### config.mk
export PLATFORM = sky130hd
export DESIGN_NAME = inst_prefetch_queue
export DESIGN_NICKNAME = d
export VERILOG_FILES = /design/src/rtl/inst_prefetch_queue.sv
export SDC_FILE = /design/constraint.sdc
export NUM_CORES = 1
export LEC_CHECK = 0
export BUFFER_PORTS_ARGS = -buffer_cell sky130_fd_sc_hd__buf_2
export CORE_ASPECT_RATIO = 1.1
export CORE_MARGIN = 3
export CORE_UTILIZATION = 63
export DETAILED_ROUTE_END_ITERATION = 7
export GPL_TIMING_DRIVEN = 0
export PLACE_DENSITY_LB_ADDON = 0.2
export SETUP_SLACK_MARGIN = 0.02
export SLEW_MARGIN = 20
export SYNTH_ARGS = -nofsm -noshare
export SYNTH_HDL_FRONTEND = slang
export SYNTH_SLANG_ARGS = --single-unit
### constraint.sdc
create_clock -name clk -period 7.4 [get_ports clk]
set_input_delay 0 -clock clk [delete_from_list [all_inputs] [get_ports clk]]
set_output_delay 0 -clock clk [all_outputs]
set_load 0.1 [all_outputs]
### src/rtl/inst_prefetch_queue.sv
`default_nettype none
// ============================================================================
// Module   : inst_prefetch_queue
// Purpose  : Sequential instruction prefetcher with credit-limited in-flight
//            requests, PC-tagged FIFO and flush redirect with stale-drop count.
// Revision : 1.0 - initial release
// ============================================================================
module inst_prefetch_queue #(
    parameter int          DEPTH    = 4,
    parameter logic [31:0] RESET_PC = 32'h0000_0000
) (
    input  logic        clk,
    input  logic        rst,
    output logic        mem_req,
    output logic [31:0] mem_addr,
    input  logic        mem_gnt,
    input  logic        mem_rvalid,
    input  logic [31:0] mem_rdata,
    output logic        inst_valid,
    output logic [31:0] inst,
    output logic [31:0] inst_pc,
    input  logic        inst_ready,
    input  logic        flush,
    input  logic [31:0] flush_pc
);

    localparam int PTR_W = $clog2(DEPTH);
    localparam int CNT_W = PTR_W + 1;
    localparam int SUM_W = CNT_W + 2;

    logic [31:0]      fetch_pc;
    logic [31:0]      resp_pc;
    logic [CNT_W-1:0] count;
    logic [CNT_W-1:0] outstanding;
    logic [CNT_W-1:0] drop;
    logic [PTR_W-1:0] wr_ptr;
    logic [PTR_W-1:0] rd_ptr;
    logic [31:0]      fifo_pc   [DEPTH];
    logic [31:0]      fifo_data [DEPTH];

    logic [SUM_W-1:0] credit_used;
    logic             grant;
    logic             push;
    logic             pop;
    logic             drop_hit;
    logic [CNT_W-1:0] drop_sum;
    logic [31:0]      flush_pc_aligned;

    // Occupancy plus everything still owed by memory bounds new requests,
    // so a returning response always has a free FIFO slot.
    assign credit_used = SUM_W'(count) + SUM_W'(outstanding) + SUM_W'(drop);
    assign mem_req     = !rst && !flush && (credit_used < SUM_W'(DEPTH));
    assign mem_addr    = rst ? RESET_PC : fetch_pc;
    assign grant       = mem_req && mem_gnt;

    assign drop_hit = mem_rvalid && (drop != '0);
    assign push     = mem_rvalid && (drop == '0) && (outstanding != '0);

    assign inst_valid = !rst && (count != '0);
    assign inst       = inst_valid ? fifo_data[rd_ptr] : 32'h0;
    assign inst_pc    = inst_valid ? fifo_pc[rd_ptr]   : 32'h0;
    assign pop        = inst_valid && inst_ready;

    assign flush_pc_aligned = {flush_pc[31:2], 2'b00};
    assign drop_sum         = drop + outstanding;

    always_ff @(posedge clk) begin
        if (rst) begin
            fetch_pc    <= RESET_PC;
            resp_pc     <= RESET_PC;
            count       <= '0;
            outstanding <= '0;
            drop        <= '0;
            wr_ptr      <= '0;
            rd_ptr      <= '0;
        end else if (flush) begin
            // Everything in flight becomes stale; a response landing this
            // cycle retires one of those stale requests immediately.
            fetch_pc    <= flush_pc_aligned;
            resp_pc     <= flush_pc_aligned;
            count       <= '0;
            wr_ptr      <= '0;
            rd_ptr      <= '0;
            outstanding <= '0;
            drop        <= drop_sum - CNT_W'((mem_rvalid && (drop_sum != '0)) ? 1 : 0);
        end else begin
            if (grant) begin
                fetch_pc <= fetch_pc + 32'd4;
            end
            if (drop_hit) begin
                drop <= drop - CNT_W'(1);
            end
            if (push) begin
                resp_pc <= resp_pc + 32'd4;
                wr_ptr  <= wr_ptr + PTR_W'(1);
            end
            if (pop) begin
                rd_ptr <= rd_ptr + PTR_W'(1);
            end
            case ({grant, push})
                2'b10:   outstanding <= outstanding + CNT_W'(1);
                2'b01:   outstanding <= outstanding - CNT_W'(1);
                default: outstanding <= outstanding;
            endcase
            case ({push, pop})
                2'b10:   count <= count + CNT_W'(1);
                2'b01:   count <= count - CNT_W'(1);
                default: count <= count;
            endcase
        end
    end

    always_ff @(posedge clk) begin
        if (!rst && !flush && push) begin
            fifo_pc[wr_ptr]   <= resp_pc;
            fifo_data[wr_ptr] <= mem_rdata;
        end
    end

endmodule
`default_nettype wire

==> key figures <==
Status
  • Status: finished, final reports clean

Cells and area
  • Area Growth Syn to Fin: 20.76%
  • Fillers: 1270
  • Share of cells above drive strength 1: 22.53%
  • Final Cell Area: 16800 um2
  • Nets: 1323

Setup path
  • Bufs and invs on worst path: 3
  • Critical Path Fanout Max: 9
  • Data required, critical path: 7.89 ns
  • Worst Setup End Kind: register
  • Critical path's slowest cell: or4b_1
  • Setup Crit Path Kind: register to register
  • Cell Chain, Critical Path: inv_1, fa_1, nor2_1, fa_1, nor3_1, o21ai_0, nor2_1, clkinv_1, or4b_1, nand3_1, dlygate4sd3_1
  • Arrival time worst endpoint: 4.47 ns
  • Startpoint type of the worst setup path: register
  • CP peak stage delay: 0.59 ns
  • FF-to-FF setup slack: 3.42 ns
  • Cell family with most CP delay: simple AND/OR/NAND/NOR gates

Clocking
  • Clock sinks: 323
  • H-tree Lvls: 1
  • Clock Pin Slew Worst Setup and Hold Paths: 0.06 ns
  • Post-CTS Setup Inserts: 0
  • Clock Tree Root: clkbuf_16
  • Clk_lat worst skew: 0.55 ns
  • TritonCTS clock tree: built
  • Clock buffer depth: 3
  • CTS Buf Count: 30

GRT
  • Initial antenna violation count: 1
  • Grt ovf: 0
  • Grt met1 use: 37.21%
  • Met3 usage: 3.237%
  • First-pass GRT wire length: 51270 um
  • Largest net degree at the start of global routing: 49
  • Number of global-route vias before repair: 9284
  • Global routing's busiest layer: met2
  • Total track usage: 27.58%
  • Met2 track demand over resource: 48.07%

Pwr
  • Leakage: 0.005872 uW
  • Worst vdd ir: 0.1763 mV
  • Power per cell area: 225.0 nW/um2

Logic synthesis
  • Top-area cell type share of the netlist area: 53.53%
  • YS warnings: 0
  • Most common cell in the netlist: edfxtp_1
  • Top post-synthesis cells by area: edfxtp_1, dfxtp_1, mux4_2
  • Synth top cells by count: edfxtp_1, dfxtp_1, and2_1
  • Register area share after synthesis: 64.33%
  • Mapped Area: 13910 um2
  • Flops & latches, synth: 323
  • Post-synth EDFFs: 248
  • Post-synth top flop: edfxtp_1
  • Cell taking the most area after synthesis: edfxtp_1
  • Distinct cells, synth: 53
  • Synth Instances: 966
  • Avg Inst Size Synth: 14.40 um2
  • Ys async rst share: 0%

Floorplanning
  • Die X: 147.7 um
  • Core region area: 21510 um2
  • Rows: 56
  • Full die area: 23900 um2
  • Starting Density: 64.67%
  • Total I/O pin count: 168
  • Die height: 161.9 um

STA
  • Final setup fails: 0
  • Setup TNS: 0 ns
  • Slew headroom: 29.43%
  • Min Clock Period, post-route: 3.979 ns
  • Max frequency: 0.2513 GHz
  • Fin. max-slew vios: 0
  • Slew @ Worst Pin: 1.049 ns
  • Worst clock skew: 0.01967 ns
  • Hold Slack: 0.09746 ns
  • RSZ-0062 raised after global routing: no
  • Final Cycle Share: 53.76%
  • Final hold violation count: 0

Routing
  • 1st-pass router iterations: 7
  • Iteration-0 DRC count of the detailed router: 706
  • Routed wire length: 32640 um
  • DRC: 0
  • DR WL/cell: 21.08 um
  • DR vias/cell: 5.825
  • DRT antenna net count: 0
  • Via count: 9017

Place
  • Cell Area, Placed: 15210 um2
  • PortBufs: 161
  • Routability cong.: 0.9176
  • HPWL after DPL: 20150 um

Run
  • Max cap viols: 0

Min path
  • Worst hold path type: primary input to register
==> state kept, by name, summed over array words and instances, names as in the netlist, named ones only <==
name,count
outstanding,3
drop,3
fetch_pc,30
count,3
fifo_pc,120
rd_ptr,2
wr_ptr,2
resp_pc,30
fifo_data,128
==> layer usage <==
layer  vias up  part of all wire (%)
met2       358                    51
met4         0                   2.8
met1      4464                    40
li1       4143                     -
met3        52                   6.3
met5         -                     0
==> cell families (layout without fill, tap and decap cells) <==
| logic type | after synthesis | count (layout) | share of synthesized area, % |
|---|---|---|---|
| AOI/OAI and AO/OA | 124 | 124 | 5.972 |
| adders and majority gates | 21 | 21 | 2.213 |
| DFF | 323 | 323 | 64.33 |
| xor gates and xnor gates | 55 | 55 | 3.463 |
| muxes | 64 | 64 | 10.19 |
| buffers and inverters | 105 | 392 | 2.959 |
| and+or+nand+nor | 273 | 273 | 10.85 |
| other | 1 | 6 | 0.02696 |
==> power by group <==
group	switching [uW]	internal (uW)	leakage (uW)	total, uW
Clock	640	808	0.000451	1450
Combinational	191	113	0.00255	304
Sequential	46.8	1980	0.00287	2030
==> layout by cell type (no fill, tap or decap), types with 15 or more instances in the layout <==
| cell type | synthesis | layout |
|---|---|---|
| nand2_1 | 37 | 37 |
| mux4_2 | 62 | 62 |
| edfxtp_1 | 248 | 248 |
| nor4_1 | 21 | 21 |
| and2_1 | 64 | 64 |
| clkbuf_16 | 0 | 31 |
| nor2_1 | 33 | 33 |
| nand4_1 | 16 | 16 |
| inv_1 | 49 | 49 |
| nand3_1 | 23 | 23 |
| ha_1 | 15 | 15 |
| dlygate4sd3_1 | 0 | 66 |
| a21oi_1 | 35 | 35 |
| clkbuf_1 | 39 | 48 |
| a21boi_0 | 41 | 41 |
| xnor2_1 | 42 | 42 |
| nor2b_1 | 27 | 27 |
| buf_2 | 2 | 163 |
| nor3_1 | 21 | 21 |
| dfxtp_1 | 75 | 75 |
==> worst register-to-register path, stage by stage, from the launching register on <==
cell and delay, ns:
dfxtp_1 0.43, inv_1 0.13, fa_1 0.48, nor2_1 0.15, fa_1 0.44, nor3_1 0.13
o21ai_0 0.24, nor2_1 0.36, clkinv_1 0.33, or4b_1 0.59, nand3_1 0.10, dlygate4sd3_1 0.55
==> layout make-up <==
class / count / area [um2] / area share [%]
Clock buffer: 44 / 864.6 / 5.147
Multi-Input combinational cell: 541 / 4582 / 27.28
Clock inverter: 12 / 62.56 / 0.3724
Inverter: 51 / 191.4 / 1.140
Tap cell: 290 / 362.8 / 2.160
Sequential cell: 323 / 8949 / 53.27
Timing Repair Buffer: 231 / 1562 / 9.295
Buffer: 54 / 220.2 / 1.311
Antenna cell: 2 / 5.005 / 0.02979
==> worst paths after layout <==
kind | start | to | cells past startpoint
max | outstanding[1]$_SDFFE_PP0P_ | fetch_pc[30]$_SDFFE_PP0P_ | 11
min | rst | resp_pc[25]$_SDFFE_PP0P_ | 3
max reg2reg | outstanding[1]$_SDFFE_PP0P_ | fetch_pc[30]$_SDFFE_PP0P_ | 11
min reg2reg | count[1]$_SDFFE_PP0P_ | count[1]$_SDFFE_PP0P_ | 2
==> per-stage QoR <==
step / util [%] / setup WS (ns) / power, uW / cells
finish: 78.09 / 3.421 / 3779 / 1548
global placement: 70.15 / 2.799 / 2327 / 1420
floorplan: - / 3.944 / 2250 / 969
global route: 78.08 / 3.137 / 3892 / 1547
CTS: 78.07 / 3.443 / 3787 / 1546
detailed placement: 70.69 / 3.465 / 2337 / 1424
==> what timing repair did <==
| item | CTS | global route |
|---|---|---|
| endpoints found under the hold margin | 196 | 0 |
| resized for setup | 0 | 0 |
| hold buffers | 66 | 0 |
Note: power is estimated with default switching activity, not from simulation.
